===== src/rtl/bbc_keyboard_pkg.sv =====
// Shared types and constants for the BBC keyboard matrix and its PS/2 front end.
package bbc_keyboard_pkg;

  typedef struct packed {
    logic        reset_pressed;
    logic [63:0] keys_down_cols_0_to_7;
    logic [15:0] keys_down_cols_8_to_9;
  } t_bbc_keyboard;

  typedef struct packed {
    logic       valid;
    logic [3:0] column;
    logic [2:0] row;
  } t_bbc_key_loc;

  typedef enum logic [2:0] {
    ST_IDLE,
    ST_E0,
    ST_F0,
    ST_E0F0,
    ST_SKIP
  } t_kbd_state;

  localparam logic [7:0] PS2_EXTEND  = 8'hE0;
  localparam logic [7:0] PS2_RELEASE = 8'hF0;
  localparam logic [7:0] PS2_PAUSE   = 8'hE1;
  localparam logic [7:0] PS2_BAT_OK  = 8'hAA;
  localparam logic [7:0] PS2_LSHIFT  = 8'h12;
  localparam logic [7:0] PS2_RSHIFT  = 8'h59;
  localparam logic [7:0] PS2_CTRL    = 8'h14;
  localparam logic [7:0] PS2_F12     = 8'h07;

  localparam logic [2:0] SKIP_COUNT = 3'd7;

  function automatic t_bbc_key_loc key_at(input logic [3:0] column, input logic [2:0] row);
    t_bbc_key_loc loc;
    loc.valid  = 1'b1;
    loc.column = column;
    loc.row    = row;
    return loc;
  endfunction

  // Flat bit index into the 80-bit matrix: column*8 + row.
  function automatic logic [6:0] key_index(input t_bbc_key_loc loc);
    return {loc.column, loc.row};
  endfunction

endpackage


===== src/rtl/bbc_ps2_key_map.sv =====
// Combinational translation of a PS/2 set-2 key ({extended, code}) to a BBC matrix location.
module bbc_ps2_key_map
  import bbc_keyboard_pkg::*;
(
  input  logic         ext,
  input  logic [7:0]   code,
  output t_bbc_key_loc loc,
  output logic         is_break_key
);

  always_comb begin
    loc          = '0;
    is_break_key = (!ext) && (code == PS2_F12);
    // Shift and Ctrl are kept as shadows in the top level, so row 0 is never produced here.
    case ({ext, code})
      // row 1
      9'h015: loc = key_at(4'd0, 3'd1);  // Q
      9'h026: loc = key_at(4'd1, 3'd1);  // 3
      9'h025: loc = key_at(4'd2, 3'd1);  // 4
      9'h02E: loc = key_at(4'd3, 3'd1);  // 5
      9'h00C: loc = key_at(4'd4, 3'd1);  // F4 -> f4
      9'h03E: loc = key_at(4'd5, 3'd1);  // 8
      9'h083: loc = key_at(4'd6, 3'd1);  // F7 -> f7
      9'h04E: loc = key_at(4'd7, 3'd1);  // -
      9'h055: loc = key_at(4'd8, 3'd1);  // = -> ^
      9'h16B: loc = key_at(4'd9, 3'd1);  // Left
      // row 2
      9'h009: loc = key_at(4'd0, 3'd2);  // F10 -> f0
      9'h01D: loc = key_at(4'd1, 3'd2);  // W
      9'h024: loc = key_at(4'd2, 3'd2);  // E
      9'h02C: loc = key_at(4'd3, 3'd2);  // T
      9'h03D: loc = key_at(4'd4, 3'd2);  // 7
      9'h043: loc = key_at(4'd5, 3'd2);  // I
      9'h046: loc = key_at(4'd6, 3'd2);  // 9
      9'h045: loc = key_at(4'd7, 3'd2);  // 0
      9'h00E: loc = key_at(4'd8, 3'd2);  // ` -> _
      9'h172: loc = key_at(4'd9, 3'd2);  // Down
      // row 3
      9'h016: loc = key_at(4'd0, 3'd3);  // 1
      9'h01E: loc = key_at(4'd1, 3'd3);  // 2
      9'h023: loc = key_at(4'd2, 3'd3);  // D
      9'h02D: loc = key_at(4'd3, 3'd3);  // R
      9'h036: loc = key_at(4'd4, 3'd3);  // 6
      9'h03C: loc = key_at(4'd5, 3'd3);  // U
      9'h044: loc = key_at(4'd6, 3'd3);  // O
      9'h04D: loc = key_at(4'd7, 3'd3);  // P
      9'h054: loc = key_at(4'd8, 3'd3);  // [
      9'h175: loc = key_at(4'd9, 3'd3);  // Up
      // row 4
      9'h058: loc = key_at(4'd0, 3'd4);  // Caps Lock
      9'h01C: loc = key_at(4'd1, 3'd4);  // A
      9'h022: loc = key_at(4'd2, 3'd4);  // X
      9'h02B: loc = key_at(4'd3, 3'd4);  // F
      9'h035: loc = key_at(4'd4, 3'd4);  // Y
      9'h03B: loc = key_at(4'd5, 3'd4);  // J
      9'h042: loc = key_at(4'd6, 3'd4);  // K
      9'h171: loc = key_at(4'd7, 3'd4);  // Delete -> @
      9'h052: loc = key_at(4'd8, 3'd4);  // ' -> :
      9'h05A: loc = key_at(4'd9, 3'd4);  // Return
      // row 5
      9'h011: loc = key_at(4'd0, 3'd5);  // Left Alt -> Shift Lock
      9'h01B: loc = key_at(4'd1, 3'd5);  // S
      9'h021: loc = key_at(4'd2, 3'd5);  // C
      9'h034: loc = key_at(4'd3, 3'd5);  // G
      9'h033: loc = key_at(4'd4, 3'd5);  // H
      9'h031: loc = key_at(4'd5, 3'd5);  // N
      9'h04B: loc = key_at(4'd6, 3'd5);  // L
      9'h04C: loc = key_at(4'd7, 3'd5);  // ;
      9'h05B: loc = key_at(4'd8, 3'd5);  // ]
      9'h066: loc = key_at(4'd9, 3'd5);  // Backspace -> Delete
      // row 6
      9'h00D: loc = key_at(4'd0, 3'd6);  // Tab
      9'h01A: loc = key_at(4'd1, 3'd6);  // Z
      9'h029: loc = key_at(4'd2, 3'd6);  // Space
      9'h02A: loc = key_at(4'd3, 3'd6);  // V
      9'h032: loc = key_at(4'd4, 3'd6);  // B
      9'h03A: loc = key_at(4'd5, 3'd6);  // M
      9'h041: loc = key_at(4'd6, 3'd6);  // ,
      9'h049: loc = key_at(4'd7, 3'd6);  // .
      9'h04A: loc = key_at(4'd8, 3'd6);  // /
      9'h169: loc = key_at(4'd9, 3'd6);  // End -> Copy
      // row 7
      9'h076: loc = key_at(4'd0, 3'd7);  // Esc
      9'h005: loc = key_at(4'd1, 3'd7);  // F1 -> f1
      9'h006: loc = key_at(4'd2, 3'd7);  // F2 -> f2
      9'h004: loc = key_at(4'd3, 3'd7);  // F3 -> f3
      9'h003: loc = key_at(4'd4, 3'd7);  // F5 -> f5
      9'h00B: loc = key_at(4'd5, 3'd7);  // F6 -> f6
      9'h00A: loc = key_at(4'd6, 3'd7);  // F8 -> f8
      9'h001: loc = key_at(4'd7, 3'd7);  // F9 -> f9
      9'h05D: loc = key_at(4'd8, 3'd7);  // backslash
      9'h174: loc = key_at(4'd9, 3'd7);  // Right
      default: loc = '0;
    endcase
  end

endmodule


===== src/rtl/bbc_ps2_keyboard_matrix.sv =====
// PS/2 set-2 scancode decoder maintaining the BBC 10x8 key matrix plus the Break key line.
module bbc_ps2_keyboard_matrix
  import bbc_keyboard_pkg::*;
#(
  parameter logic [7:0] DIP_SWITCHES = 8'h00
) (
  input  logic        clk,
  input  logic        clk__enable,
  input  logic        reset,
  input  logic        ps2_key__valid,
  input  logic [7:0]  ps2_key__data,
  input  logic        ps2_key__error,
  output logic        bbc_keyboard__reset_pressed,
  output logic [63:0] bbc_keyboard__keys_down_cols_0_to_7,
  output logic [15:0] bbc_keyboard__keys_down_cols_8_to_9
);

  t_kbd_state   state_q, state_d;
  logic [2:0]   skip_q, skip_d;
  logic [79:0]  matrix_q, matrix_d;
  logic         lshift_q, lshift_d;
  logic         rshift_q, rshift_d;
  logic         lctrl_q, lctrl_d;
  logic         rctrl_q, rctrl_d;
  logic         reset_pressed_q, reset_pressed_d;

  logic         map_ext;
  t_bbc_key_loc map_loc;
  logic         map_is_break_key;
  logic         do_make;
  logic         do_break;
  logic         key_level;
  logic         is_fake_shift;

  t_bbc_keyboard kbd;
  logic [79:0]   keys_all;

  assign map_ext       = (state_q == ST_E0) || (state_q == ST_E0F0);
  assign is_fake_shift = (ps2_key__data == PS2_LSHIFT) || (ps2_key__data == PS2_RSHIFT);

  bbc_ps2_key_map u_key_map (
    .ext          (map_ext),
    .code         (ps2_key__data),
    .loc          (map_loc),
    .is_break_key (map_is_break_key)
  );

  always_comb begin
    state_d         = state_q;
    skip_d          = skip_q;
    matrix_d        = matrix_q;
    lshift_d        = lshift_q;
    rshift_d        = rshift_q;
    lctrl_d         = lctrl_q;
    rctrl_d         = rctrl_q;
    reset_pressed_d = reset_pressed_q;
    do_make         = 1'b0;
    do_break        = 1'b0;
    key_level       = 1'b0;

    if (clk__enable) begin
      if (ps2_key__error) begin
        state_d = ST_IDLE;
        skip_d  = '0;
      end else if (ps2_key__valid) begin
        case (state_q)
          ST_IDLE: begin
            case (ps2_key__data)
              PS2_EXTEND:  state_d = ST_E0;
              PS2_RELEASE: state_d = ST_F0;
              PS2_PAUSE: begin
                state_d = ST_SKIP;
                skip_d  = SKIP_COUNT;
              end
              PS2_BAT_OK: begin
                // Keyboard self-test completion: forget everything that was held.
                matrix_d        = '0;
                lshift_d        = 1'b0;
                rshift_d        = 1'b0;
                lctrl_d         = 1'b0;
                rctrl_d         = 1'b0;
                reset_pressed_d = 1'b0;
              end
              8'hFA, 8'hFE, 8'hEE, 8'h00, 8'hFF: ;
              default: do_make = 1'b1;
            endcase
          end
          ST_E0: begin
            if (ps2_key__data == PS2_RELEASE) begin
              state_d = ST_E0F0;
            end else begin
              state_d = ST_IDLE;
              do_make = !is_fake_shift;
            end
          end
          ST_F0: begin
            state_d  = ST_IDLE;
            do_break = 1'b1;
          end
          ST_E0F0: begin
            state_d  = ST_IDLE;
            do_break = !is_fake_shift;
          end
          ST_SKIP: begin
            skip_d = skip_q - 3'd1;
            if (skip_q <= 3'd1) begin
              state_d = ST_IDLE;
              skip_d  = '0;
            end
          end
          default: state_d = ST_IDLE;
        endcase
      end
    end

    if (do_make || do_break) begin
      key_level = do_make;
      if (!map_ext && ps2_key__data == PS2_LSHIFT) lshift_d = key_level;
      if (!map_ext && ps2_key__data == PS2_RSHIFT) rshift_d = key_level;
      if (!map_ext && ps2_key__data == PS2_CTRL)   lctrl_d  = key_level;
      if (map_ext && ps2_key__data == PS2_CTRL)    rctrl_d  = key_level;
      if (map_is_break_key)                        reset_pressed_d = key_level;
      if (map_loc.valid)                           matrix_d[key_index(map_loc)] = key_level;
    end
  end

  always_ff @(posedge clk) begin
    if (reset) begin
      state_q         <= ST_IDLE;
      skip_q          <= '0;
      matrix_q        <= '0;
      lshift_q        <= 1'b0;
      rshift_q        <= 1'b0;
      lctrl_q         <= 1'b0;
      rctrl_q         <= 1'b0;
      reset_pressed_q <= 1'b0;
    end else begin
      state_q         <= state_d;
      skip_q          <= skip_d;
      matrix_q        <= matrix_d;
      lshift_q        <= lshift_d;
      rshift_q        <= rshift_d;
      lctrl_q         <= lctrl_d;
      rctrl_q         <= rctrl_d;
      reset_pressed_q <= reset_pressed_d;
    end
  end

  // Row 0 of columns 2..9 carries the DIP switches; columns 0/1 carry the merged shift/ctrl pairs.
  always_comb begin
    keys_all    = matrix_q;
    keys_all[0] = matrix_q[0] | lshift_q | rshift_q;
    keys_all[8] = matrix_q[8] | lctrl_q | rctrl_q;
    for (int i = 0; i < 8; i++) begin
      keys_all[(i + 2) * 8] = matrix_q[(i + 2) * 8] | DIP_SWITCHES[i];
    end
  end

  always_comb begin
    kbd.reset_pressed         = reset_pressed_q;
    kbd.keys_down_cols_0_to_7 = keys_all[63:0];
    kbd.keys_down_cols_8_to_9 = keys_all[79:64];
  end

  assign bbc_keyboard__reset_pressed         = kbd.reset_pressed;
  assign bbc_keyboard__keys_down_cols_0_to_7 = kbd.keys_down_cols_0_to_7;
  assign bbc_keyboard__keys_down_cols_8_to_9 = kbd.keys_down_cols_8_to_9;

endmodule


===== config.mk =====
export PLATFORM = sky130hd
export DESIGN_NAME = bbc_ps2_keyboard_matrix
export DESIGN_NICKNAME = d
export VERILOG_FILES = /design/src/rtl/bbc_keyboard_pkg.sv /design/src/rtl/bbc_ps2_key_map.sv /design/src/rtl/bbc_ps2_keyboard_matrix.sv
export SDC_FILE = /design/constraint.sdc
export NUM_CORES = 1
export LEC_CHECK = 0
export BUFFER_PORTS_ARGS = -buffer_cell sky130_fd_sc_hd__buf_4
export CORE_ASPECT_RATIO = 0.8
export CORE_MARGIN = 1
export CORE_UTILIZATION = 40
export CTS_CLUSTER_SIZE = 40
export DETAILED_ROUTE_END_ITERATION = 7
export HOLD_SLACK_MARGIN = 0.15
export PLACE_DENSITY_LB_ADDON = 0.05
export REMOVE_ABC_BUFFERS = 1
export SYNTH_ARGS = -nofsm -noshare
export SYNTH_HDL_FRONTEND = slang
export SYNTH_SLANG_ARGS = --single-unit
export TNS_END_PERCENT = 100

===== constraint.sdc =====
create_clock -name clk -period 3.4 [get_ports clk]
set_input_delay 0.34 -clock clk [delete_from_list [all_inputs] [get_ports clk]]
set_output_delay 0.34 -clock clk [all_outputs]
set_load 0.1 [all_outputs]

==> results.md <==
* Arrival time of the worst setup path at 3470 ps
* CTS clk-pin slew, worst paths at 70 ps
* Critical Path Start Type: flip-flop
* Worst slew pin tran at 1140 ps
* Worst Path Class, Setup: flip-flop to flip-flop
* Max Cap Violations at 0
* Yosys top cell area share at 30.1%
* CORE AREA at 14500 um2
* Synth cell types at 74
* Routed len/inst at 20.3 um
* #FFs+latches synth at 91
* Synth-to-layout area growth at 18.7%
* Count of pins over their slew limit at 0
* HPWL after detailed placement at 15.1 mm
* Slew headroom at 24.2%
* Die ar. at 15700 um2
* Vias per cell at 5.92
* Worst reg-to-reg setup slack at 150 ps
* Worst Skew at 9.41 ps
* Rows at 39
* Unrepaired setup endpoints after global routing: no
* Clk root buf: clkbuf_16
* Die Wd at 140 um
* R2R Path Start: state_q[2]
* Num CTS Buffers at 9
* Drt drc at 0
* Leading area contributor after synthesis: dfxtp_1
* First-pass GRT wire length at 31.8 mm
* H-tree levels at 3
* DR vias at 5871
* F_max at 307 MHz
* Async S/R FF share, synth at 0%
* Routed Antenna Nets at 0
* Die height at 112 um
* I/O Buffers at 93
* Clk_lat worst skew at 340 ps
* Inserted Diodes at 0
* Synth Instances at 746
* Avg Inst Size Synth at 8.13 um2
* Maximum vdd drop at 0.233 mV
* Layout Nets at 818
* CTS tree: yes
* R2r endpoint: matrix_q[74]
* Initial Util at 41.7%
* Post-CTS setup buffers at 0
* Seq/Total Area, Yosys at 30.1%
* Final setup vio count at 0
* Worst hold path type: input pin to flip-flop
* Post-synth top flop: dfxtp_1
* Drt first pass iters at 5
* Vias in the first global route at 5444
* Leak pwr at 2.99 nW
* Req. time, crit path at 3620 ps
* Result of the run: completed
* Final Hold Fails at 0
* Fin crit period at 3250 ps
* Syn. warnings at 0
* Critical Path Source: state_q[2]
* Clock Path Buffers at 2
* Hold_buf cts at 0
* Layout Utilization at 49.5%
* Most frequent cell after synthesis: dfxtp_1
* Overall Global Routing Usage at 26.3%
* Grt total ovfl at 0
* EDFF count, synth at 0
* Critical path endpoint: matrix_q[74]
* Fraction of layout cells with a size suffix above 1 at 27.5%
* Largest net degree at the start of global routing at 64
* CP endpoint kind: flip-flop
* Hold_ws at 313 ps
* Io pins at 94
* Initial antenna violation count at 0
* RD Place Congestion at 0.992
* Cell depth of the worst flop-to-flop path at 9
* Critical path peak fanout at 18
* Initial drt markers at 564
* Top post-synthesis cells by area: dfxtp_1 (30%), buf_4 (11%), o211ai_1 (5.9%), mux2i_1 (5.6%), o31ai_1 (4.7%)
* Period utilization at 95.7%
* Mapped Area at 6060 um2
* P per Cell Area at 339 nW/um2
* Clock tree sinks at 91
* Detailed Route WL at 20.1 mm
* Most common library cells after synthesis: dfxtp_1 (91), buf_4 (85), nand2_1 (60)
-- how the worst min path moves through the flow --
stage          depth (start not counted)  slack, ps    startpoint      endpoint
4_1_cts                                2        310         reset       rctrl_q
3_5_place_dp                           2        450  matrix_q[65]  matrix_q[65]
6_report                               2        310         reset    state_q[0]
3_3_place_gp                           2        450  matrix_q[47]  matrix_q[47]
5_1_grt                                2        310         reset     skip_q[0]
2_1_floorplan                          1        410         reset  matrix_q[68]
-- cell usage in the layout (no fill, tap or decap), drive strengths merged, types with 5 or more instances in the layout --
| master | count |
|---|---|
| o21a | 10 |
| inv | 12 |
| o21ai | 18 |
| nand2b | 32 |
| or3 | 8 |
| and3 | 14 |
| nand4 | 16 |
| nor2 | 39 |
| nor4 | 13 |
| nor2b | 10 |
| nor3 | 19 |
| a21oi | 19 |
| o211ai | 48 |
| or4 | 7 |
| nand2 | 60 |
| dfxtp | 91 |
| o2111ai | 7 |
| nand3b | 6 |
| clkbuf | 10 |
| nand3 | 21 |
| mux2i | 34 |
| and2 | 7 |
| buf | 190 |
| o31ai | 38 |
| nor3b | 5 |
-- routing by layer --
layer | routed length [um] | global-route usage [%] | vias up
met1 | 9850 | 38.6 | 2794
met3 | 1590 | 5.80 | 26
met4 | 400 | 7.40 | 0
li1 | - | - | 2796
met2 | 8260 | 38.3 | 255
met5 | 0 | 0 | -
-- state kept, by name (all words and copies together) (netlist names) --
| name | cells |
|---|---|
| matrix_q | 80 |
| skip_q | 3 |
| state_q | 3 |
| bbc_keyboard__reset_pressed | 1 |
| lctrl_q | 1 |
| lshift_q | 1 |
| rctrl_q | 1 |
| rshift_q | 1 |
-- per-stage QoR --
step | power (mW) | setup TNS (ps) | std cells | setup WS (ps) | cell area (um2)
floorplan | 1.24 | -9610 | 602 | -357 | 5160
global placement | 1.44 | 0 | 976 | 44.4 | 6900
detailed placement | 1.43 | 0 | 976 | 107 | 6900
CTS | 2.45 | 0 | 992 | 143 | 7200
global route | 2.53 | 0 | 992 | 8.35 | 7200
finish | 2.44 | 0 | 992 | 147 | 7200
-- worst max-delay path, cell delays in order (launching register included) --
cell	delay (ps)
dfxtp_1	310
buf_4	150
nand2b_4	260
and3_1	320
a32o_1	230
a2111o_1	350
or4_1	470
or3_1	450
or4_1	440
mux2i_1	130
-- power by group --
part	switching, mW	internal [mW]
registers	0.00208	1.07
clock network	0.438	0.579
logic	0.226	0.124
-- logic make-up (layout without fill, tap and decap cells) --
| logic type | Yosys count | after routing | share of synthesized area (%) |
|---|---|---|---|
| AOI/OAI and AO/OA | 175 | 175 | 21.0 |
| DFF | 91 | 91 | 30.1 |
| xor gates and xnor gates | 4 | 4 | 0.578 |
| and+or+nand+nor | 287 | 287 | 26.9 |
| muxes | 34 | 34 | 5.61 |
| buffers and inverters | 153 | 215 | 15.4 |
| adders and majority gates | 2 | 2 | 0.413 |
-- timing repair --
item,in CTS,in global routing
hold endpoints to repair,0,0
resized for setup,0,1
endpoints found under the setup margin,0,15
-- layout make-up --
type                            instances  area (um2)
Sequential cell                        91        1820
Clock inverter                          6        71.3
Clock buffer                           10         229
Inverter                                9        33.8
Fill cell                            1388        7340
Tap cell                              184         230
Timing Repair Buffer                  190        1500
Multi-Input combinational cell        502        3310
No activity file was read; power rests on OpenSTA's default activity.
